### config.mk
export PLATFORM = sky130hd
export DESIGN_NAME = store_commit_buffer
export DESIGN_NICKNAME = d
export VERILOG_FILES = /design/src/rtl/store_commit_buffer.sv
export SDC_FILE = /design/constraint.sdc
export NUM_CORES = 1
export LEC_CHECK = 0
export CAP_MARGIN = 30
export CORE_MARGIN = 2
export CORE_UTILIZATION = 57
export CTS_CLUSTER_SIZE = 20
export DETAILED_ROUTE_END_ITERATION = 10
export GPL_TIMING_DRIVEN = 0
export MAX_ROUTING_LAYER = met4
export PLACE_DENSITY_LB_ADDON = 0.3
export SLEW_MARGIN = 40
export SYNTH_ARGS = -nofsm -noshare
export SYNTH_HDL_FRONTEND = slang
export SYNTH_SLANG_ARGS = --single-unit
### constraint.sdc
create_clock -name clk -period 6.3 [get_ports clk]
set_input_delay 1.26 -clock clk [delete_from_list [all_inputs] [get_ports clk]]
set_output_delay 1.26 -clock clk [all_outputs]
set_load 0.02 [all_outputs]
### src/rtl/store_commit_buffer.sv
// store_commit_buffer: in-order post-retirement store FIFO. Accepts retired
// stores from the LSQ, drains them to data memory over a req/ack handshake
// with generated byte enables, and answers combinational load-forwarding
// queries against the buffered stores.
// Optional feature macro: STORE_COMMIT_FWD_EN (defined = full data forwarding;
// undefined = loads that touch buffered bytes only stall until drained).
module store_commit_buffer #(
  parameter int DEPTH = 4
) (
  input  logic        clk,
  input  logic        reset,
  input  logic        store_wb,
  input  logic [31:0] st_addr,
  input  logic [31:0] st_data,
  input  logic        st_sh,
  input  logic [4:0]  st_rob_tag,
  output logic        full,
  output logic        empty,
  output logic        overflow,
  output logic        mem_req,
  output logic [31:0] mem_addr,
  output logic [31:0] mem_wdata,
  output logic [3:0]  mem_be,
  input  logic        mem_ack,
  input  logic        ld_valid,
  input  logic [31:0] ld_addr,
  input  logic [3:0]  ld_be,
  output logic        ld_hit,
  output logic [31:0] ld_data,
  output logic        ld_stall
);

  localparam int PTR_W = $clog2(DEPTH);
  localparam int CNT_W = PTR_W + 1;
  localparam logic [CNT_W-1:0] FULL_CNT = CNT_W'(DEPTH);

  typedef struct packed {
    logic [29:0] waddr;
    logic [3:0]  be;
    logic [31:0] data;
    logic [4:0]  tag;
  } entry_t;

  entry_t             r_mem [DEPTH];
  logic [DEPTH-1:0]   r_valid;
  logic [PTR_W-1:0]   r_head;
  logic [PTR_W-1:0]   r_tail;
  logic [CNT_W-1:0]   r_count;
  logic               r_overflow;

  entry_t             w_new;
  logic               w_push;
  logic               w_pop;
  logic [DEPTH-1:0]   w_slot_match;
  logic [5:0]         w_unused_bits;

  assign empty    = (r_count == '0);
  assign full     = (r_count == FULL_CNT);
  assign overflow = r_overflow;

  // A pop frees the head slot this edge, so a push at full is still accepted.
  assign w_pop  = mem_ack && !empty;
  assign w_push = store_wb && (!full || w_pop);

  // Store and debug-tag bits that do not feed any datapath.
  assign w_unused_bits = {st_addr[0], r_mem[r_head].tag};

  // Lane-align the incoming store and build its byte enables.
  always_comb begin
    w_new.waddr = st_addr[31:2];
    w_new.tag   = st_rob_tag;
    w_new.be    = 4'b1111;
    w_new.data  = st_data;
    if (st_sh) begin
      if (st_addr[1]) begin
        w_new.be   = 4'b1100;
        w_new.data = {st_data[15:0], 16'h0000};
      end else begin
        w_new.be   = 4'b0011;
        w_new.data = {16'h0000, st_data[15:0]};
      end
    end
  end

  // Entry payload storage, written at the tail on an accepted push.
  // NOTE: the payload array has no reset; the valid bits alone decide whether
  // a slot is live, and all consumers gate on them or on the count.
  always_ff @(posedge clk) begin
    if (w_push) r_mem[r_tail] <= w_new;
  end

  // Pointers, count, valid bits and the sticky overflow flag.
  always_ff @(posedge clk or negedge reset) begin
    if (!reset) begin
      r_valid    <= '0;
      r_head     <= '0;
      r_tail     <= '0;
      r_count    <= '0;
      r_overflow <= 1'b0;
    end else begin
      // Push is applied after pop so a full-buffer push/pop into the same
      // slot leaves it valid.
      if (w_pop) begin
        r_valid[r_head] <= 1'b0;
        r_head          <= r_head + 1'b1;
      end
      if (w_push) begin
        r_valid[r_tail] <= 1'b1;
        r_tail          <= r_tail + 1'b1;
      end
      if (w_push && !w_pop)      r_count <= r_count + 1'b1;
      else if (w_pop && !w_push) r_count <= r_count - 1'b1;
      if (store_wb && full && !w_pop) r_overflow <= 1'b1;
    end
  end

  // Present the head entry to memory; outputs read zero when nothing is held.
  always_comb begin
    mem_req   = !empty;
    mem_addr  = '0;
    mem_wdata = '0;
    mem_be    = '0;
    if (!empty) begin
      mem_addr  = {r_mem[r_head].waddr, 2'b00};
      mem_wdata = r_mem[r_head].data;
      mem_be    = r_mem[r_head].be;
    end
  end

  // Per-slot overlap between the load query and each live entry.
  always_comb begin
    for (int i = 0; i < DEPTH; i++) begin
      w_slot_match[i] = r_valid[i] && (r_mem[i].waddr == ld_addr[31:2]) &&
                        ((r_mem[i].be & ld_be) != 4'b0000);
    end
  end

`ifdef STORE_COMMIT_FWD_EN
  logic [PTR_W-1:0] w_idx;
  logic [PTR_W-1:0] w_sel;
  logic             w_any_match;

  // Walk oldest to youngest so the youngest match wins, then forward or stall.
  always_comb begin
    w_idx       = '0;
    w_sel       = '0;
    w_any_match = 1'b0;
    ld_hit      = 1'b0;
    ld_stall    = 1'b0;
    ld_data     = '0;
    for (int i = 0; i < DEPTH; i++) begin
      w_idx = r_head + PTR_W'(i);
      if (w_slot_match[w_idx]) begin
        w_any_match = 1'b1;
        w_sel       = w_idx;
      end
    end
    if (ld_valid && w_any_match) begin
      if ((r_mem[w_sel].be & ld_be) == ld_be) begin
        ld_hit  = 1'b1;
        ld_data = r_mem[w_sel].data;
      end else begin
        ld_stall = 1'b1;
      end
    end
  end
`else
  // Without forwarding, any overlap with buffered data holds the load.
  always_comb begin
    ld_hit   = 1'b0;
    ld_data  = '0;
    ld_stall = ld_valid && (|w_slot_match);
  end
`endif

endmodule

* Word-level counts from Yosys, hierarchy flattened
Memories as Yosys holds them, arrays and structs flattened.
Cells that the tools add are included.
** Cells by class
- Mux-type cells :: 15
- Add/subtract/negate cells :: 4
- Bitwise gates (word level) :: 7
- $lt $le $gt $ge :: 4
- Reduce and logical (&&, ||, !) cells :: 29
- Equality and inequality tests :: 5
** Operators with widths (number)
- equality test 30 bit :: 4
- 2-to-1 mux 36 bit :: 2
- 2-to-1 mux 32 bit :: 2
- bitwise AND 4 bit :: 5
- logical AND 1 bit :: 17
- nonzero test 4 bit :: 4
- 2-to-1 mux 4 bit :: 3
- less-than comparator 2 x 3 -> 1 bit (second input constant) :: 2
- 2-to-1 mux 3 bit :: 2
- adder 2 x 1 -> 2 bit (second input constant) :: 2
- demux 1 bit (select 2 bit) :: 2
- greater-or-equal comparator 2 x 1 -> 1 bit (second input constant) :: 2
- zero test 1 bit :: 4
- 2-to-1 mux 1 bit :: 4
- inverter 4 bit :: 1
- bitwise OR 4 bit :: 1
- OR reduction 4 bit :: 1
- adder 3 x 1 -> 3 bit (second input constant) :: 1
- equality test 3 bit (second input constant) :: 1
- zero test 3 bit :: 1
- subtractor 3 x 1 -> 3 bit (second input constant) :: 1
- nonzero test 2 bit :: 1
- logical OR 1 bit :: 1
** Storage, ports and cells
- Logic and storage cells :: 70
- Output and inout port bits :: 106
- Memories kept :: 1
- Register bits after elaboration :: 12
- Memory bits (writable) :: 284
** Memory list
- r_mem :: depth 4, bits a word 71, read ports 5, clocked after Yosys merged registers in 0, write ports 1, line 44 : entry_t r_mem [DEPTH];

* Logic depth before layout (Yosys ltp)
Gate-level depths: netlist (run 1).
- Depth after elaboration :: 9
- Gate-level depth with buffers :: 10

* Worst setup path before layout (run 1)
OpenSTA, ideal clock, no wires.
- Path type :: input to output
- From :: input ld_addr[22]
- To :: output ld_stall
- Path slack :: 2622 ps
- Data arrival time :: 2418 ps
- Path buffers :: 1
- Stages :: 6
- Cells stage by stage :: clkbuf_1 > xnor2_1 > nand4_1 > a2111oi_1 > nand3_1 > a41oi_2
** Between the ends
- Word-level cells in the longest chain between the ends :: 5
- Elaborated cells between the ends (all ways) :: 14
- Classes of those cells :: eq/ne (4); reduce/logical (10)
** RTL lines
- start, declared :: line 26 : input logic [31:0] ld_addr,
- equality test 30 bit :: line 133 : w_slot_match[i] = r_valid[i] && (r_mem[i].waddr == ld_addr[31:2]) &&
- logical AND 1 bit (2 in a row) :: line 133
- OR reduction 4 bit * :: line 172 : ld_stall = ld_valid && (|w_slot_match);
- logical AND 1 bit * :: line 172
- end, declared :: line 30 : output logic ld_stall
Mark *: on every way between the ends. The rest lies on a longest branch, timed or not.

* Final worst setup path (run 1)
- From :: input ld_addr[8]
- To :: output ld_stall
Same word-level chain as after synthesis.

==> summary.md, run 1 <==
| Metric | Value |
|---|---|
| Yosys cell types | 34 |
| DRC violations left | 0 |
| Core Box Area | about 0.022 sq mm |
| Total clock sinks | about 270 |
| Footprint of the multi-input gates | 0.00399 sq mm |
| Buffers added on ports | 145 |
| Worst Hold Class | flip-flop to flip-flop |
| Worst-path clk slew | 0.06 ns |
| CP dominant cell by count | clkdlybuf4s50_1 |
| Routed vias/inst | approximately 5.7 |
| Number of fill cells | 1431 |
| Critical Path End Type | output pin |
| HPWL Detailed | roughly 22000 um |
| Initial Utilization | 0.577 |
| Synth top area cells | edfxtp_1, mux4_2, xnor2_1 |
| Cts hold-fix bufs | 0 |
| Part of the cycle the worst path needs | 0.812 |
| WL final | 30500 um |
| Die X | 152 um |
| Die area | 0.0232 sq mm |
| Sequential cell area | 0.00799 sq mm |
| FF+latch count, synth | roughly 270 |
| Row cnt | 54 |
| Worst Skew | between 0.01 and 0.015 ns |
| First-pass GRT wire length | ~45000 um |
| CP cell instances | clkdlybuf4s50_1 -> xnor2_1 -> nand4_1 -> a2111oi_1 -> nand3_1 -> a41oi_2 -> clkdlybuf4s50_1 |
| Antenna Nets Post-Route | 0 |
| CP bufs+invs | 2 |
| Static Leak | 5.35 nW |
| Least-Margin Pin Slew | 0.775 ns |
| Setup Crit Path Kind | primary input to output pin |
| Number of global-route vias before repair | 7592 |
| TNS Setup | 0 ns |
| GRT overflow | 0 |
| CTS root buf | clkbuf_16 |
| Run status | finished clean |
| Maximum vdd drop | 0.000322 V |
| Layout net count | 1112 |
| Kind of cell adding the most delay to the critical path | buffers and inverters |
| Antenna violations before repair | 4 |
| Ys Warns | 0 |
| # IOs | 217 |
| Share of layout cells above drive strength 1 | 0.187 |
| Post-synthesis cell area | 0.0125 sq mm |
| Syn_area_per_cell | approximately 16 sq um |
| Pin count of the biggest net entering global routing | 36 |
| Synth Instances | 776 |
| R2R Setup Slk | 3.88 ns |
| Slowest CP cell | clkdlybuf4s50_1 |
| Slew Limit Fails | 0 |
| Die H | 152 um |
| Power per standard cell area | roughly 470 mW/mm^2 |
| Post-synth top area cell | edfxtp_1 |
| DRT Pass-1 Iters | 5 |
| Arr. time, crit path | 3.86 ns |
| First-iteration detailed-routing DRC count | ~780 |
| Slew margin rel. | 0.484 |
| Post-CTS Setup Bufs | 0 |
| FMAX | 196 MHz |
| Unrepaired setup endpoints after global routing | false |
| Final Setup Violations | 0 |
| GRT Util Overall | 0.270 |
| CP Data Required Time | between 5 and 6 ns |
| CTS tree | built |
| Worst stage delay on the critical path | approximately 0.64 ns |
| Bufs on Longest Clock Path | 3 |
| Tmin final | between 5 and 6 ns |
| Clk_lat worst skew | 0.53 ns |
| CP startpoint kind | primary input |
| Synth top area share | 0.614 |
| Register area share after synthesis | 0.638 |
| Max_cap viols | 0 |
| Endpoints failing hold | 0 |
| Crit-path max FO | 4 |
| DR WL/cell | 23.6 um |
| CTS Buf Count | 27 |
| Via Count | 7318 |
| Routability cong. | 0.913 |
| # placed instances | 1242 |
| Area grow syn2layout | 24.3% |
| Finished Layout Cells | around 1300 |
| H-tree depth | 1 |
| Post-CTS sizing | 0 |
## sequential cells by signal, indices dropped and copies added, names as in the netlist
| register | cells |
|---|---|
| r_mem | 256 |
| r_valid | 4 |
| r_count | 3 |
| r_head | 2 |
| r_tail | 2 |
| overflow | 1 |
## cell type report
cell class | count | share of cell area
antenna | 4 | 0.000643
buffer | 92 | 0.0380
clock buffer | 32 | 0.0446
clock inverter | 17 | 0.0162
inverter | 25 | 0.00603
multi-input combinational | 425 | 0.256
sequential | 268 | 0.513
tap | 280 | 0.0225
timing repair buffer | 152 | 0.102
## final timing paths
kind | start | endpoint | cells after the start
setup / recovery | ld_addr[8] | ld_stall | 7
hold / removal | overflow | overflow | 1
setup reg to reg | r_count[0] | r_count[2] | 10
hold reg to reg | overflow | overflow | 1
max in group asynchronous | reset | r_head[0] | 1
min in group asynchronous | reset | r_valid[0] | 1
## cell usage in the layout (no fill, tap or decap), types with 2 or more instances in the layout
master,Yosys,routed
a2111oi_1,2,2
a21o_1,5,5
and2_1,86,82
and2_4,0,4
buf_12,0,7
buf_2,15,15
buf_4,39,39
buf_6,10,10
bufinv_16,0,7
clkbuf_1,25,29
clkbuf_16,0,27
clkbuf_2,3,4
clkdlybuf4s50_1,0,145
clkinv_1,0,7
clkinv_2,0,3
conb_1,1,35
dfrtp_1,12,12
diode_2,0,4
edfxtp_1,256,256
ha_1,9,9
inv_1,25,25
mux4_2,64,64
nand2_1,22,22
nand3_1,4,4
nand4_1,28,28
nor2b_1,2,2
nor3_1,4,4
nor4_1,4,4
o21ai_0,25,25
xnor2_1,106,106
xnor2_2,5,5
xor2_1,14,14
## cells by family after synthesis
| kind of cell | Yosys count | synth area share |
|---|---|---|
| xor gates and xnor gates | 125 | 0.0904 |
| and+or+nand+nor | 154 | 0.0720 |
| adders and majority gates | 10 | 0.0106 |
| DFF | 268 | 0.638 |
| AOI/OAI and AO/OA | 36 | 0.0182 |
| muxes | 65 | 0.116 |
| other | 1 | 0.000299 |
| buffers and inverters | 117 | 0.0546 |
## cells in the mapped netlist
master / n
nor4_1: 4
a2111oi_0: 1
inv_1: 25
xor2_1: 14
conb_1: 1
nand2_1: 22
o21ai_0: 25
a21o_1: 5
mux2_2: 1
dfrtp_1: 12
clkbuf_1: 25
nor3b_2: 1
buf_6: 10
mux4_2: 64
buf_4: 39
ha_1: 9
a2111oi_1: 2
a2111oi_2: 1
a41oi_2: 1
nor2b_1: 2
fa_1: 1
xnor2_2: 5
nor2_1: 1
xnor2_1: 106
nand3_1: 4
or3_1: 1
edfxtp_1: 256
clkbuf_2: 3
o21ai_1: 1
nor3_1: 4
nand2b_1: 1
nand4_1: 28
buf_2: 15
and2_1: 86
## through the flow
step	hold WS [ns]	area, sq um	setup WS, ns	total power (W)	utilization
after floorplan	0.445	12600	2.62	0.00433	-
final	0.459	15600	1.19	0.00727	0.717
after CTS	0.461	15500	1.25	0.00731	0.717
after detailed placement	0.448	14600	1.28	0.00559	0.673
after global placement	0.445	14500	0.972	0.00552	0.666
after global routing	0.481	15600	1.22	0.00755	0.717
## power breakdown
group | switching (W) | internal (W)
logic | 0.00156 | 0.00147
clock network | 0.000646 | 0.00107
registers | 0.000159 | 0.00236
## metal layers
layer / track usage / share of wire / vias to the layer above
li1: - / - / 3224
met1: 0.352 / 0.39 / 3665
met2: 0.445 / 0.49 / 366
met3: 0.0498 / 0.087 / 63
met4: 0.0725 / 0.026 / 0
met5: - / 0 / -
(Power assumes the default switching activity.)
==> run 2: changes to the inputs <==
CORE_UTILIZATION = 53   (was 57)
clock period = 5 ns   (was 6.3 ns; I/O delays follow)
==> summary.md, run 2 (synthesized netlist as in run 1, its figures left out) <==
| Metric | Value |
|---|---|
| Run status | finished clean (unchanged) |
| Reg2reg start | r_count[0] (unchanged) |
| Clk_lat worst skew | 0.53 ns (about the same) |
| CP startpoint kind | primary input (unchanged) |
| CP dominant cell by count | clkdlybuf4s50_1 (unchanged) |
| Total clock sinks | 268 (unchanged) |
| DRC violations left | 0 (unchanged) |
| Slowest CP cell | clkdlybuf4s50_1 (unchanged) |
| DR WL/cell | 22.4 um (was 23.6 um) |
| Footprint of the multi-input gates | 0.00399 sq mm (unchanged) |
| CTS Buf Count | 28 (was 27) |
| Most frequent cells in the layout | edfxtp_1, clkdlybuf4s50_1, xnor2_1, and2_1, mux4_2 (unchanged) |
| Logic pwr share | 0.420 (was 0.418) |
| Tmin final | 4.62 ns |
| Setup Crit Path Kind | primary input to output pin (unchanged) |
| Cts hold-fix bufs | 0 (unchanged) |
| Final Setup Violations | 0 (unchanged) |
| Sw Ratio | 0.329 (was 0.326) |
| Antenna Nets Post-Route | 0 (unchanged) |
| Number of fill cells | 1682 (was 1431) |
| Largest Register | r_mem (unchanged) |
| Die X | 158 um (was 152 um) |
| Number of global-route vias before repair | 7258 (was 7592) |
| Worst-path clk slew | 0.06 ns (about the same) |
| HPWL Detailed | 21100 um (was 21600 um) |
| Routed vias/inst | 5.43 (was 5.65) |
| Crit path launch | ld_addr[8] (unchanged) |
| Initial Utilization | 0.537 (was 0.577) |
| Crit-path max FO | 4 (unchanged) |
| GRT Util Overall | 0.250 (was 0.270) |
| Critical Path End Type | output pin (unchanged) |
| CP Data Required Time | 4.00 ns (was 5.04 ns) |
| # IOs | 217 (unchanged) |
| Kind of cell adding the most delay to the critical path | buffers and inverters (unchanged) |
| Worst Skew | 0.00491 ns (was 0.0109 ns) |
| Die area | 0.0249 sq mm (was 0.0232 sq mm) |
| Commonest non-fill, non-tap cell in the layout | edfxtp_1 (unchanged) |
| Area grow syn2layout | 24.4% (was 24.3%) |
| Util after Layout | 0.668 (was 0.717) |
| Routability cong. | 0.928 (was 0.913) |
| Max_cap viols | 0 (unchanged) |
| Largest register FFs | 256 (unchanged) |
| Core Box Area | 0.0233 sq mm (was 0.0217 sq mm) |
| Slew margin rel. | 0.466 (was 0.484) |
| Worst Hold Class | flip-flop to flip-flop (unchanged) |
| CTS root buf | clkbuf_16 (unchanged) |
| Bufs on Longest Clock Path | 3 (unchanged) |
| Static Leak | 5.33 nW (was 5.35 nW) |
| Pin count of the biggest net entering global routing | 36 (unchanged) |
| Via Count | 7250 (was 7318) |
| Worst hold start | overflow (unchanged) |
| Sequential cell area | 0.00799 sq mm (unchanged) |
| Arr. time, crit path | 3.62 ns (was 3.86 ns) |
| Least-Margin Pin Slew | 0.800 ns (was 0.775 ns) |
| CP bufs+invs | 2 (unchanged) |
| CTS tree | built (unchanged) |
| Clock Power Share | 0.231 (was 0.236) |
| Maximum vdd drop | 0.000359 V (was 0.000322 V) |
| Switch Pwr | 0.00298 W (was 0.00237 W) |
| Slew Limit Fails | 0 (unchanged) |
| Buffers added on ports | 145 (unchanged) |
| FMAX | 216 MHz |
| DRT Pass-1 Iters | 8 (was 5) |
| Share of layout cells above drive strength 1 | 0.191 (was 0.187) |
| Post-CTS Setup Bufs | 0 (unchanged) |
| H-tree depth | 1 (unchanged) |
| GRT overflow | 0 (unchanged) |
| Row cnt | 56 (was 54) |
| Worst stage delay on the critical path | 0.65 ns (was 0.64 ns) |
| CP cell instances | clkdlybuf4s50_1 -> xnor2_1 -> nand4_1 -> a2111oi_1 -> nand3_1 -> a41oi_2 -> clkdlybuf4s50_1 (unchanged) |
| TNS Setup | 0 ns (unchanged) |
| Die H | 158 um (was 152 um) |
| First-pass GRT wire length | 43400 um (was 45200 um) |
| Part of the cycle the worst path needs | 0.924 |
| Power per standard cell area | 582 mW/mm^2 (was 467 mW/mm^2) |
| Layout net count | 1112 (unchanged) |
| Endpoints failing hold | 0 (unchanged) |
| First-iteration detailed-routing DRC count | 596 (was 782) |
| Largest registers | r_mem: 256 flops, r_valid: 4 flops, r_count: 3 flops (unchanged) |
| Cell Int Power | 0.00609 W (was 0.00490 W) |
| Post-CTS sizing | 0 (unchanged) |
| Sequential power share | 0.349 (was 0.347) |
| WL final | 29900 um (was 30500 um) |
| Fin Hold WS | 0.458 ns (was 0.459 ns) |
| Unrepaired setup endpoints after global routing | false (unchanged) |
| Antenna violations before repair | 3 (was 4) |
## run 2: cell types whose count changed in the layout (fill, tap and decap cells not counted), sizes merged
cell	previous run	this run
clkbuf	60	61
buf	71	70
bufinv	7	4
clkinv	10	13
clkinvlp	0	2
## run 2: cell type report
type / count / area share
diodes: 4 / 0.000642
plain buffers: 92 / 0.0379
clock buffers: 33 / 0.0475
clock inverters: 19 / 0.0128
inverters: 25 / 0.00602
multi-input cells: 425 / 0.256
flip-flops and latches: 268 / 0.513
well taps: 319 / 0.0256
repair buffers: 151 / 0.101
## run 2: stage by stage
stage / total power (W) / worst slack (ns) / area (sq um) / cells
floorplan: 0.00545 / 1.73 / 12600 / 810
global placement: 0.00699 / -0.145 / 14500 / 1274
detailed placement: 0.00703 / 0.471 / 14600 / 1280
CTS: 0.00914 / 0.484 / 15600 / 1332
global route: 0.00947 / 0.358 / 15600 / 1335
finish: 0.00907 / 0.379 / 15600 / 1336
## run 2: worst reg2reg max path, delay by kind of cell (launching register included)
kind | cells | cell delay, ns
and+or+nand+nor | 3 | 0.73
buffers and inverters | 3 | 0.31
DFF | 1 | 0.44
xor gates and xnor gates | 2 | 0.32
adders and majority gates | 2 | 0.55
## run 2: power by group through the flow
stage | combinational, W | sequential (W) | clock (W)
4_1_cts | 0.00385 | 0.00317 | 0.00212
6_report | 0.00381 | 0.00317 | 0.00210
5_1_grt | 0.00405 | 0.00320 | 0.00222
3_5_place_dp | 0.00383 | 0.00321 | 0
2_1_floorplan | 0.00227 | 0.00318 | 0
3_3_place_gp | 0.00375 | 0.00324 | 0
## run 2: path summary, 6_finish.rpt
| check | to | slack, ns | depth (start not counted) |
|---|---|---|---|
| min in group asynchronous | r_valid[1] | 0.86 | 1 |
| worst min-delay path | overflow | 0.46 | 1 |
| worst min register to register | overflow | 0.46 | 1 |
| max in group asynchronous | r_valid[3] | 3.74 | 1 |
| worst max-delay path | ld_stall | 0.38 | 7 |
| worst max register to register | r_count[2] | 2.59 | 10 |
## run 2: routing by layer
layer | vias to the layer above | global-route usage | routed length, um
met5 | - | - | 0
met4 | 0 | 0.0701 | 884
met2 | 350 | 0.398 | 14300
met3 | 57 | 0.0545 | 2750
met1 | 3619 | 0.330 | 11900
li1 | 3224 | - | -
==> run 3: changes to the inputs <==
GPL_TIMING_DRIVEN = default   (was 0)
==> summary.md, run 3 (synthesized netlist as in run 1, its figures left out) <==
| Metric | Value |
|---|---|
| First-pass GRT wire length | 41600 um (was 43400 um) |
| Largest register FFs | 256 (unchanged) |
| First-iteration detailed-routing DRC count | 548 (was 596) |
| Largest registers | r_mem: 256 flops, r_valid: 4 flops, r_count: 3 flops (unchanged) |
| Unrepaired setup endpoints after global routing | false (unchanged) |
| Slowest CP cell | clkdlybuf4s50_1 (unchanged) |
| CP dominant cell by count | clkdlybuf4s50_1 (unchanged) |
| Max layer used | met4 (unchanged) |
| Cts hold-fix bufs | 0 (unchanged) |
| FMAX | 216 MHz (about the same) |
| Tmin final | 4.63 ns (was 4.62 ns) |
| CP Data Required Time | 4.00 ns (about the same) |
| Maximum vdd drop | 0.000589 V (was 0.000359 V) |
| Row cnt | 56 (unchanged) |
| CP startpoint kind | primary input (unchanged) |
| Die X | 158 um (unchanged) |
| Worst Skew | 0.0119 ns (was 0.00491 ns) |
| Slew margin rel. | 0.489 (was 0.466) |
| Routed length on met1 | 11600 um (was 11900 um) |
| Kind of cell adding the most delay to the critical path | buffers and inverters (unchanged) |
| Via Count | 6947 (was 7250) |
| Area grow syn2layout | 21.3% (was 24.4%) |
| DRT Pass-1 Iters | 6 (was 8) |
| Antenna violations before repair | 3 (unchanged) |
| Final Setup Violations | 0 (unchanged) |
| Crit path launch | ld_addr[26] (was ld_addr[8]) |
| Most frequent cells in the layout | edfxtp_1, clkdlybuf4s50_1, xnor2_1, and2_1, mux4_2 (unchanged) |
| Buffers added on ports | 173 (was 145) |
| TNS Setup | 0 ns (unchanged) |
| Number of global-route vias before repair | 6879 (was 7258) |
| HPWL Detailed | 19100 um (was 21100 um) |
| Layout net count | 1052 (was 1112) |
| Hold path cells | 1 (unchanged) |
| Worst-path clk slew | 0.06 ns (about the same) |
| Bufs on Longest Clock Path | 3 (unchanged) |
| Total clock sinks | 268 (unchanged) |
| Largest Register | r_mem (unchanged) |
| Least-Margin Pin Slew | 0.766 ns (was 0.800 ns) |
| Share of layout cells above drive strength 1 | 0.136 (was 0.191) |
| CP cell instances | clkdlybuf4s50_1 -> xnor2_1 -> nand4_1 -> nor4_1 -> nand3_1 -> a41oi_2 -> clkdlybuf4s50_1 (was clkdlybuf4s50_1 -> xnor2_1 -> nand4_1 -> a2111oi_1 -> nand3_1 -> a41oi_2 -> clkdlybuf4s50_1) |
| Worst stage delay on the critical path | 0.65 ns (about the same) |
| CTS Buf Count | 27 (was 28) |
| # IOs | 217 (unchanged) |
| Clk_lat worst skew | 0.53 ns (about the same) |
| Pin count of the biggest net entering global routing | 66 (was 36) |
| H-tree depth | 1 (unchanged) |
| Endpoints failing hold | 0 (unchanged) |
| GRT overflow | 0 (unchanged) |
| R2R Setup Slk | 1.82 ns (was 2.59 ns) |
| Met3 wire len | 2540 um (was 2750 um) |
| Die H | 158 um (unchanged) |
| WL final | 28500 um (was 29900 um) |
| Power per standard cell area | 574 mW/mm^2 (was 582 mW/mm^2) |
| Critical Path End Type | output pin (unchanged) |
| Worst hold start | overflow (unchanged) |
| Max_cap viols | 0 (unchanged) |
| Initial Utilization | 0.537 (unchanged) |
| Worst Hold Class | flip-flop to flip-flop (unchanged) |
| Worst R2R End | r_count[2] (unchanged) |
| Routed vias/inst | 5.46 (was 5.43) |
| Core Box Area | 0.0233 sq mm (unchanged) |
| Routability cong. | 0.920 (was 0.928) |
| Die area | 0.0249 sq mm (unchanged) |
| Setup Crit Path Kind | primary input to output pin (unchanged) |
| Post-CTS Setup Bufs | 0 (unchanged) |
| DRC violations left | 0 (unchanged) |
| CTS root buf | clkbuf_16 (unchanged) |
| Slew Limit Fails | 0 (unchanged) |
| DR WL/cell | 22.4 um (about the same) |
| Static Leak | 5.04 nW (was 5.33 nW) |
| Reg2reg start | r_count[0] (unchanged) |
| CP bufs+invs | 2 (unchanged) |
| R2R depth | 10 (unchanged) |
| Post-CTS sizing | 0 (unchanged) |
| Crit-path max FO | 4 (unchanged) |
| Part of the cycle the worst path needs | 0.926 (was 0.924) |
| GRT Util Overall | 0.236 (was 0.250) |
| CTS tree | built (unchanged) |
| Run status | finished clean (unchanged) |
| Worst hold endpoint | overflow (unchanged) |
| Metal2 WL | 13800 um (was 14300 um) |
| Antenna Nets Post-Route | 0 (unchanged) |
| Final total power | 0.00872 W (was 0.00907 W) |
| Arr. time, crit path | 3.63 ns (was 3.62 ns) |
| Fin Hold WS | 0.465 ns (was 0.458 ns) |
| Commonest non-fill, non-tap cell in the layout | edfxtp_1 (unchanged) |
## run 3: changes by cell type in the layout (fill, tap and decap cells not counted), moves of 10 or more
| cell | delta |
|---|---|
| clkdlybuf4s50_1 | +28 |
| buf_6 | -10 |
| buf_2 | -15 |
| clkbuf_1 | -24 |
| buf_4 | -33 |
## run 3: worst max-delay path by stage
stage,end,slack [ns],depth (start not counted)
2_1_floorplan,r_mem[0][10],1.73,4
6_report,ld_stall,0.37,7
4_1_cts,ld_stall,0.45,7
5_1_grt,ld_stall,0.33,7
3_3_place_gp,ld_stall,0.43,7
3_5_place_dp,ld_stall,0.48,7
## run 3: metrics by stage
stage,area (sq um),util,worst slack (ns),std cells
floorplan,12600,-,1.73,810
global placement,14300,0.615,0.431,1221
detailed placement,14300,0.615,0.477,1221
CTS,15200,0.651,0.451,1270
global route,15200,0.651,0.329,1273
finish,15200,0.651,0.372,1273
## run 3: final cells by class
cell class	instances	area (sq um)
clock inverter	18	141
antenna	3	7.51
inverter	25	93.8
multi-input combinational	425	3990
fill	1667	8150
tap	319	399
timing repair buffer	184	1880
clock buffer	31	691
sequential	268	7990
## run 3: where the power goes
| group | switching, W | internal (W) |
|---|---|---|
| Clock | 0.000822 | 0.00109 |
| Sequential | 0.000287 | 0.00298 |
| Combinational | 0.00178 | 0.00176 |
| Total | 0.00289 | 0.00583 |
## run 3: per-layer routing
metal,GRT usage,vias up
li1,-,3097
met1,0.321,3478
met2,0.369,330
met3,0.0443,42
met4,0.0636,0
met5,-,-
